[src/rtl/serial_arith_pkg.sv]
// Shared types and helpers for the bit-serial arithmetic engines.
// Latency: none (package only).
// Backpressure: not applicable.
package serial_arith_pkg;

    typedef enum logic [1:0] {
        IDLE  = 2'd0,
        SHIFT = 2'd1,
        DONE  = 2'd2
    } state_t;

    // Bit-counter width for an operand of w bits; never narrower than one bit.
    function automatic int cnt_width(input int w);
        return (w > 1) ? $clog2(w) : 1;
    endfunction

endpackage

[src/rtl/serial_subtractor_if.sv]
// Start/done operand and result bundle between the controlling FSM and a serial subtractor.
// Latency: none (wires only).
// Backpressure: none; start is only honoured while the engine is idle.
interface serial_subtractor_if #(
    parameter int WIDTH = 8
);
    logic             start;
    logic [WIDTH-1:0] a;
    logic [WIDTH-1:0] b;
    logic             busy;
    logic             done;
    logic [WIDTH-1:0] diff;
    logic             borrow;
`ifdef SERIAL_SUB_SIGNED_OVF_EN
    logic             ovf;

    modport master (output start, a, b, input busy, done, diff, borrow, ovf);
    modport slave  (input start, a, b, output busy, done, diff, borrow, ovf);
`else
    modport master (output start, a, b, input busy, done, diff, borrow);
    modport slave  (input start, a, b, output busy, done, diff, borrow);
`endif
endinterface

[src/rtl/full_subtractor_cell.sv]
// One-bit full subtractor: d = a - b - bin, bout set when the bit borrows.
// Latency: combinational.
// Backpressure: not applicable.
module full_subtractor_cell (
    input  logic a,
    input  logic b,
    input  logic bin,
    output logic d,
    output logic bout
);

    assign d    = a ^ b ^ bin;
    assign bout = (~a & b) | (~a & bin) | (b & bin);

endmodule

[src/rtl/serial_subtractor.sv]
// Bit-serial A - B, LSB first, one bit per clock through a single subtractor cell.
// Latency: done pulses in the cycle after edge k+WIDTH for a start accepted at edge k.
// Backpressure: start ignored unless idle; SERIAL_SUB_SIGNED_OVF_EN adds a signed overflow flag.
module serial_subtractor
    import serial_arith_pkg::*;
#(
    parameter int WIDTH = 8
) (
    input logic               clk,
    input logic               rst_n,
    serial_subtractor_if.slave sub
);

    localparam int CNT_W = cnt_width(WIDTH);

    state_t           state;
    logic [WIDTH-1:0] a_sr;
    logic [WIDTH-1:0] b_sr;
    logic             brw_r;
    logic [CNT_W-1:0] cnt;
    logic             busy_r;
    logic             done_r;
    logic [WIDTH-1:0] diff_r;
    logic             borrow_r;
    logic             cell_d;
    logic             cell_bout;

    full_subtractor_cell u_cell (
        .a    (a_sr[0]),
        .b    (b_sr[0]),
        .bin  (brw_r),
        .d    (cell_d),
        .bout (cell_bout)
    );

    assign sub.busy   = busy_r;
    assign sub.done   = done_r;
    assign sub.diff   = diff_r;
    assign sub.borrow = borrow_r;

`ifdef SERIAL_SUB_SIGNED_OVF_EN
    logic a_msb;
    logic b_msb;
    logic ovf_r;

    assign sub.ovf = ovf_r;

    always_ff @(posedge clk or negedge rst_n) begin
        if (!rst_n) begin
            a_msb <= 1'b0;
            b_msb <= 1'b0;
            ovf_r <= 1'b0;
        end else if (state == IDLE && sub.start) begin
            a_msb <= sub.a[WIDTH-1];
            b_msb <= sub.b[WIDTH-1];
        end else if (state == SHIFT && cnt == CNT_W'(WIDTH - 1)) begin
            ovf_r <= (a_msb != b_msb) && (cell_d != a_msb);
        end
    end
`endif

    always_ff @(posedge clk or negedge rst_n) begin
        if (!rst_n) begin
            state    <= IDLE;
            a_sr     <= '0;
            b_sr     <= '0;
            brw_r    <= 1'b0;
            cnt      <= '0;
            busy_r   <= 1'b0;
            done_r   <= 1'b0;
            diff_r   <= '0;
            borrow_r <= 1'b0;
        end else begin
            case (state)
                IDLE: begin
                    done_r <= 1'b0;
                    if (sub.start) begin
                        a_sr   <= sub.a;
                        b_sr   <= sub.b;
                        brw_r  <= 1'b0;
                        cnt    <= '0;
                        busy_r <= 1'b1;
                        state  <= SHIFT;
                    end
                end
                SHIFT: begin
                    // Result bits refill the minuend register from the top as its bits are consumed.
                    a_sr  <= {cell_d, a_sr[WIDTH-1:1]};
                    b_sr  <= {1'b0, b_sr[WIDTH-1:1]};
                    brw_r <= cell_bout;
                    cnt   <= cnt + 1'b1;
                    if (cnt == CNT_W'(WIDTH - 1)) begin
                        diff_r   <= {cell_d, a_sr[WIDTH-1:1]};
                        borrow_r <= cell_bout;
                        busy_r   <= 1'b0;
                        done_r   <= 1'b1;
                        state    <= DONE;
                    end
                end
                DONE: begin
                    done_r <= 1'b0;
                    state  <= IDLE;
                end
                default: begin
                    busy_r <= 1'b0;
                    done_r <= 1'b0;
                    state  <= IDLE;
                end
            endcase
        end
    end

endmodule

[src/flat_wrapper.sv]
// flat-port wrapper written by rule: the top's interface ports become plain ports
module serial_subtractor_flat import serial_arith_pkg::*;
#(
    parameter int WIDTH = 8
)
  (clk, rst_n, sub_start, sub_a, sub_b, sub_busy, sub_done, sub_diff, sub_borrow);
  serial_subtractor_if #(.WIDTH(WIDTH)) sub_i ();
  input logic clk;
  input logic rst_n;
  input wire logic [$bits(sub_i.start)-1:0] sub_start;
  input wire logic [$bits(sub_i.a)-1:0] sub_a;
  input wire logic [$bits(sub_i.b)-1:0] sub_b;
  output wire logic [$bits(sub_i.busy)-1:0] sub_busy;
  output wire logic [$bits(sub_i.done)-1:0] sub_done;
  output wire logic [$bits(sub_i.diff)-1:0] sub_diff;
  output wire logic [$bits(sub_i.borrow)-1:0] sub_borrow;
  assign sub_i.start = sub_start;
  assign sub_i.a = sub_a;
  assign sub_i.b = sub_b;
  assign sub_busy = sub_i.busy;
  assign sub_done = sub_i.done;
  assign sub_diff = sub_i.diff;
  assign sub_borrow = sub_i.borrow;
  serial_subtractor #(.WIDTH(WIDTH)) u_core (.clk(clk), .rst_n(rst_n), .sub(sub_i));
endmodule
[config.mk]
export PLATFORM = sky130hd
export DESIGN_NAME = serial_subtractor_flat
export DESIGN_NICKNAME = d
export VERILOG_FILES = /design/src/rtl/serial_arith_pkg.sv /design/src/rtl/serial_subtractor_if.sv /design/src/rtl/full_subtractor_cell.sv /design/src/rtl/serial_subtractor.sv /design/src/flat_wrapper.sv
export SDC_FILE = /design/constraint.sdc
export NUM_CORES = 1
export LEC_CHECK = 0
export ABC_AREA = 1
export CAP_MARGIN = 20
export CORE_MARGIN = 2
export CORE_UTILIZATION = 45
export DETAILED_ROUTE_END_ITERATION = 8
export GPL_ROUTABILITY_DRIVEN = 0
export PLACE_DENSITY = 0.79
export SETUP_SLACK_MARGIN = 0.5
export SLEW_MARGIN = 20
export SYNTH_ARGS = -nofsm -noshare
export SYNTH_HDL_FRONTEND = slang
export SYNTH_SLANG_ARGS = --single-unit
[constraint.sdc]
create_clock -name clk -period 1.4 [get_ports clk]
set_input_delay 0.28 -clock clk [delete_from_list [all_inputs] [get_ports clk]]
set_output_delay 0.28 -clock clk [all_outputs]
set_load 0.01 [all_outputs]
# Word-level counts from Yosys, hierarchy flattened
# Cells that the tools add are included.
# word_totals
register_bits	33
inputBits	19
out_inout_bits	11
wordCells	46
# classes
addsub	1
n_eq_ne	5
n_mux	16
n_bitwise	9
reduce_logical	6
# op_table
operator	n
one-hot mux 8 bit (2 select lines)	2
2-to-1 mux 8 bit	2
one-hot mux 3 bit (2 select lines)	1
AND reduction 2 bit	3
2-to-1 mux 1 bit	5
2-to-1 mux 2 bit	2
one-hot mux 2 bit (2 select lines)	1
adder 3 x 1 -> 3 bit (second input constant)	1
AND 1 bit	3
== test 3 bit (second input constant)	1
2-to-1 mux 3 bit	1
one-hot mux 1 bit (3 select lines)	1
AND reduction 3 bit	1
== test 2 x 1 -> 1 bit (second input constant)	1
== test 2 bit (second input constant)	1
zero test 2 bit	1
inequality test 2 x 1 -> 1 bit (second input constant)	1
inequality test 2 bit (second input constant)	1
NOT 1 bit	2
bitwise OR 1 bit	2
one-hot mux 1 bit (2 select lines)	1
nonzero test 2 bit	1
XOR 1 bit	2

# Depth between registers and ports, before layout
# Gate-level depths: netlist of the first run.
# depth
depth_word	5
ltp_mapped	7
depth_no_buf	6

# Modules after synthesis
# A second synthesis of the first run with hierarchy kept.
# unflattened
cells_unflattened	200
hier_area_um2	1767.9
# modules_own_cells
mod	instances	cells_per_inst	area_each_um2	seq_area_each_um2
serial_subtractor	1	197	1740.4	825.8
full_subtractor_cell	1	3	27.5	0.0

# Least setup slack after synthesis of the first run
# Ideal clock, no wire load.
# synth_path
path_kind	register -> register
startpoint	register u_core.cnt[0]
endpoint	register u_core.diff_r[6] (netlist: u_core.sub.diff[6])
setup_time_ns	0.074
t_arrival_ns	1.183
required_time_ns	1.326
slack_ns	0.143
stages_incl_launch_ff	7
n_path_buf	1
period_less_slack_ns	1.257
cell_sequence	dfrtp_1 > ha_1 > ha_1 > nand2_2 > buf_6 > nand2_1 > o21ai_2
# synth_via
elab_chain_len	2
# synth_lines
item	line	source
start, declared	serial_subtractor.sv:20	logic [CNT_W-1:0] cnt;
start signal, assigned	serial_subtractor.sv:91	cnt <= cnt + 1'b1;
== test 3 bit	serial_subtractor.sv:92	if (cnt == CNT_W'(WIDTH - 1)) begin
AND reduction 2 bit (no source line)	n/a	
end signal, assigned	serial_subtractor.sv:93	diff_r <= {cell_d, a_sr[WIDTH-1:1]};
end, declared	serial_subtractor.sv:23	logic [WIDTH-1:0] diff_r;
# No other way between the ends.
# A chain may end at the register's enable or synchronous reset.

# Worst setup path after layout of the first run
# layout_path
startpoint	register u_core.brw_r
endpoint	register u_core.a_sr[7]
# layout_via
elab_chain_len	2
# layout_lines
item	line	source
start, declared	serial_subtractor.sv:19	logic brw_r;
start signal, assigned	serial_subtractor.sv:90	brw_r <= cell_bout;
XOR 1 bit	full_subtractor_cell.sv:12	assign d = a ^ b ^ bin;
one-hot mux 8 bit (2 select lines)	serial_subtractor.sv:74	case (state)
end signal, assigned	serial_subtractor.sv:78	a_sr <= sub.a;
end signal, assigned	serial_subtractor.sv:88	a_sr <= {cell_d, a_sr[WIDTH-1:1]};
end, declared	serial_subtractor.sv:17	logic [WIDTH-1:0] a_sr;
# No other way between the ends.

==> results of run 1 <==
==> cells by family after synthesis <==
group           share of synthesized area, %
simple gates                            30.7
buf+inv                                 11.7
flops                                   50.2
compound gates                          4.71
fa+ha+maj                               2.74
==> routing by layer <==
metal	up-vias	share of wire, %	GRT usage, %
li1	738	-	-
met4	0	2.5	7.18
met1	728	42	26.0
met2	38	52	36.1
met3	10	3.9	6.94
met5	-	0	0
==> power breakdown <==
| group | leakage [nW] | switching (mW) | total [mW] | internal (mW) |
|---|---|---|---|---|
| sequential | 0.399 | 0.361 | 1.77 | 1.41 |
| combinational | 0.932 | 1.86 | 3.59 | 1.73 |
| clock | 0.0552 | 0.363 | 0.915 | 0.553 |
| total | 1.39 | 2.58 | 6.27 | 3.69 |
==> registers in the layout, summed over array words and instances, names as in the netlist <==
register,cells
u_core.b_sr,8
u_core.state,2
u_core.brw_r,1
u_core.sub.done,1
u_core.a_sr,8
u_core.sub.busy,1
u_core.cnt,3
u_core.sub.diff,8
u_core.sub.borrow,1
==> Yosys cell counts, drive strengths merged <==
master / number / area share (%)
nand2: 70 / 19
clkinv: 1 / 0.53
nor2: 10 / 2.7
o22ai: 1 / 0.38
ha: 2 / 1.5
dfrtp: 33 / 50
buf: 7 / 3.7
o21ai: 8 / 4.0
inv: 32 / 7.4
a21oi: 1 / 0.30
fa: 1 / 1.2
nand3: 31 / 9.4
==> layout make-up <==
type	count	share of cell area (%)
multi-input combinational	126	34.1
sequential	33	31.2
timing repair buffer	63	22.1
inverter	33	5.52
clock inverter	3	2.45
tap	46	2.17
clock buffer	5	1.42
timing repair inverter	2	1.04
==> worst paths after layout <==
path | endpoint | slack [ps] | cells past startpoint
max | u_core.a_sr[7] | 30 | 4
min | u_core.sub.diff[4] | 270 | 2
max reg2reg | u_core.a_sr[7] | 30 | 4
min reg2reg | u_core.b_sr[6] | 500 | 2
max in group asynchronous | u_core.state[0] | 930 | 2
min in group clk | u_core.b_sr[7] | 490 | 3
==> timing repair <==
action | 4_1_cts | 5_1_grt
endpoints found under the setup margin | 44 | 44
resized for setup | 72 | 22
cloned | 3 | 3
setup buffers | 16 | 10
pin swaps | 25 | 8
==> reports/results.txt, run 1 <==
Seq/Total Area, Yosys = 50.2%
f_max = 730 MHz
global-route usage over all layers = 21.4%
commonest cells after routing, fill and taps aside = nand2_1 (41), dfrtp_1 (31), inv_1 (28)
CP max-delay cell = fa_2
drt via density = 4.87
clk_lat worst skew = 360 ps
initial antenna violation count = 0
leakage = 1.39 nW
CTS Buf Count = 5
Avg Cell Area, Syn = 8.36 um2
DIE HEIGHT = 64.5 um
Nets = 286
antenna cells = 0
placed inst area = 0.00210 mm2
CTS tree = built
Max Cap Viol = 0
max-slew violations = 0
Hold Slack = 271 ps
worst path cell trace = fa_2, nand3_2, nand3_2, nand2_1
worst path arrival time = 1630 ps
worst stage delay on the critical path = 610 ps
register bit total from synthesis = 33
placed cells = 271
# hold bufs at CTS = 0
initial drt markers = 117
Reg2Reg Launch Point = u_core.brw_r
worst slew pin tran = 260 ps
# setup viols final = 0
CTS H-Tree Depth = 2
Final Routed Wirelength = 4790 um
DRC = 0
core area = 0.00342 mm2
PnR worst setup slack = 30.8 ps
Worst Setup SP = u_core.brw_r
DRT antenna net count = 0
initial core utilization = 48.2%
share of cells above drive strength 1 = 47.9%
crit path time final = 1370 ps
crit path capture type = flip-flop
finished layout cell area = 0.00265 mm2
Die ar. = 0.00416 mm2
DRT Pass-1 Iters = 4
Clock Tree Root = clkbuf_4
crit path launch type = flip-flop
CP Class = flip-flop to flip-flop
Max FO, Critical Path = 2
row count = 21
Setup TNS = 0 ps
Design Power = 6.27 mW
vias in the first global route = 1,454
gr ovfl total = 0
Max VDD drop = 996 uV
Clock Skew = 15.6 ps
CTS Buffer Depth = 2
pwr/cell area = 2370 mW/mm2
largest net degree at the start of global routing = 34
Worst-path clk slew = 120 ps
CP required = 1660 ps
area occupied by registers = 828 um2
status = completed
boundary pin count = 30
cell area after synthesis = 0.00165 mm2
vias post-DR = 1,514
WL/cell = 15.4 um
Min-Delay Path Class = primary input to asynchronous set/reset pin
Slew headroom = 82.6%
detailed placer's ending HPWL = 2210 um
final core occ = 77.6%
nets in the synthesized netlist = 219
synthesis warning total = 0
Place WS = 13.6 ps
unrepaired setup endpoints after global routing = true
IO Port Bufs = 29
Mapped Cells = 197
Synth-to-Final Area Change = 61.0%
fillers = 227
Unique masters post-synth = 22
Multi-input gate area = 903 um2
first-pass GRT wire length = 6680 um
final count of hold timing violations = 0
most common cell after layout, fill and taps aside = nand2_1
Die Span X = 64.5 um
Tcrit/Tclk final = 97.8%
final non-filler cell total = 311
CP top delay family = adder cells
Bufs and invs on worst path = 0
Crit path top cell by count = nand3_2
clk sinks = 33
Power figures use the tool's default switching activity.
==> run 2, diff against run 1 <==
--- a/config.mk
+++ b/config.mk
@@ -9,6 +9,7 @@
 export CAP_MARGIN = 20
 export CORE_MARGIN = 2
 export CORE_UTILIZATION = 45
+export CTS_BUF_LIST = sky130_fd_sc_hd__clkbuf_2
 export DETAILED_ROUTE_END_ITERATION = 8
 export GPL_ROUTABILITY_DRIVEN = 0
 export PLACE_DENSITY = 0.79
==> reports/results.txt, run 2 (synthesis gave the netlist of run 1 again) <==
# setup viols final = 0 (unchanged)
Setup TNS = 0 ps (unchanged)
Worst R2R Setup Slack = 70 ps (+40 ps)
Hold Slack = 237 ps (-33.8 ps)
r2r endpoint = u_core.a_sr[7]
Critical Path Stages = 4 (unchanged)
Clock Tree Root = clkbuf_2
vias post-DR = 1,532 (+1.2%)
Reg2Reg Launch Point = u_core.brw_r
Design Power = 6.01 mW (-4.3%)
CP Class = flip-flop to flip-flop
Min-Delay Path Class = primary input to asynchronous set/reset pin
most common cell after layout, fill and taps aside = nand2_1
CP top delay family = adder cells
row count = 21 (unchanged)
vias in the first global route = 1,442 (-0.83%)
share of cells above drive strength 1 = 47.5% (-0.38 points)
boundary pin count = 30 (unchanged)
DIE HEIGHT = 64.5 um (unchanged)
CTS Buf Count = 5 (unchanged)
WL/cell = 14.3 um (-7.0%)
Die Span X = 64.5 um (unchanged)
Worst-path clk slew = 190 ps (+70 ps)
Max VDD drop = 1030 uV (+3.2%)
IO Port Bufs = 29 (unchanged)
finished layout cell area = 0.00261 mm2 (-1.5%)
final count of hold timing violations = 0 (unchanged)
crit path launch type = flip-flop
global-route usage over all layers = 20.7% (-0.74 points)
placed cells = 271 (unchanged)
CTS Buffer Depth = 2 (unchanged)
Final Routed Wirelength = 4460 um (-7.0%)
Tcrit/Tclk final = 94.7% (-3.1 points)
clk sinks = 33 (unchanged)
CP required = 1700 ps (+40 ps)
CP max-delay cell = fa_1
Slew headroom = 82.7% (+0.096 points)
clk_lat worst skew = 370 ps (about the same)
core area = 0.00342 mm2 (unchanged)
detailed placer's ending HPWL = 2210 um (unchanged)
Nets = 286 (unchanged)
Synth-to-Final Area Change = 58.6%
leakage = 1.38 nW (-0.51%)
Max FO, Critical Path = 2 (unchanged)
status = completed
worst-case reg-to-reg path depth = 4 (unchanged)
Crit path top cell by count = nand3_1
crit path capture type = flip-flop
Clock Skew = 16.4 ps (+0.773 ps)
DRC = 0 (unchanged)
largest net degree at the start of global routing = 34 (unchanged)
worst path cell trace = fa_1, nand3_1, nand3_1, nand2_1
Bufs and invs on worst path = 0 (unchanged)
worst slew pin tran = 259 ps (-1.44 ps)
placed inst area = 0.00210 mm2 (unchanged)
worst stage delay on the critical path = 590 ps (-20 ps)
initial antenna violation count = 0 (unchanged)
pwr/cell area = 2300 mW/mm2 (-2.8%)
commonest cells after routing, fill and taps aside = nand2_1 (39), dfrtp_1 (31), inv_1 (28)
crit path time final = 1330 ps (-44.0 ps)
Die ar. = 0.00416 mm2 (unchanged)
max-slew violations = 0 (unchanged)
DRT antenna net count = 0 (unchanged)
Max Cap Viol = 0 (unchanged)
initial drt markers = 106 (-9.4%)
antenna cells = 0 (unchanged)
initial core utilization = 48.2% (unchanged)
unrepaired setup endpoints after global routing = true
gr ovfl total = 0 (unchanged)
CTS H-Tree Depth = 2 (unchanged)
worst path arrival time = 1620 ps (about the same)
final non-filler cell total = 311 (unchanged)
CTS tree = built
DRT Pass-1 Iters = 4 (unchanged)
f_max = 755 MHz (+3.3%)
first-pass GRT wire length = 6520 um (-2.4%)
drt via density = 4.93 (+1.2%)
[run 2: worst max path at each step]
stage,slack (ps),from,end
2_1_floorplan,170,u_core.brw_r,u_core.a_sr[7]
3_3_place_gp,40,sub_start,u_core.a_sr[7]
3_5_place_dp,10,sub_start,u_core.a_sr[7]
4_1_cts,120,u_core.a_sr[0],u_core.a_sr[7]
5_1_grt,30,u_core.brw_r,u_core.a_sr[7]
6_report,70,u_core.brw_r,u_core.a_sr[7]
[run 2: report_power, final]
group,internal (mW),switching (mW)
Clock,0.479,0.343
Combinational,1.66,1.77
Sequential,1.41,0.349
[run 2: worst register-to-register path, cell delays in order, from the launching register on]
cell,delay [ps]
dfrtp_1,440
fa_1,590
nand3_1,90
nand3_1,80
nand2_1,50
[run 2: area by class of cell]
| class | instances | area (um2) |
|---|---|---|
| Multi-Input combinational cell | 126 | 893 |
| Clock inverter | 3 | 65.1 |
| Sequential cell | 33 | 828 |
| Timing Repair inverter | 1 | 16.3 |
| Inverter | 33 | 146 |
| Timing Repair Buffer | 64 | 579 |
| Fill cell | 228 | 805 |
| Tap cell | 46 | 57.6 |
| Clock buffer | 5 | 25.0 |
[run 2: layer usage]
layer / vias to the layer above / track usage (%) / part of all wire [%]
li1: 738 / - / -
met1: 740 / 26.1 / 41
met2: 45 / 35.5 / 53
met3: 9 / 4.17 / 3.9
met4: 0 / 7.18 / 2.0
met5: - / 0 / 0
[run 2: repair_timing]
action	in CTS	in global routing
hold buffers	0	0
buffers inserted	16	13
cloned	3	0
gates resized for setup	73	22
setup endpoints to repair	44	44
pin swaps	21	9
[run 2: through the flow]
stage | util (%) | setup slack [ps]
5_1_grt | 76.4 | 28.3
4_1_cts | 70.8 | 117
3_5_place_dp | 61.5 | 13.6
6_report | 76.4 | 74.7
2_1_floorplan | - | 172
3_3_place_gp | 61.5 | 39.4
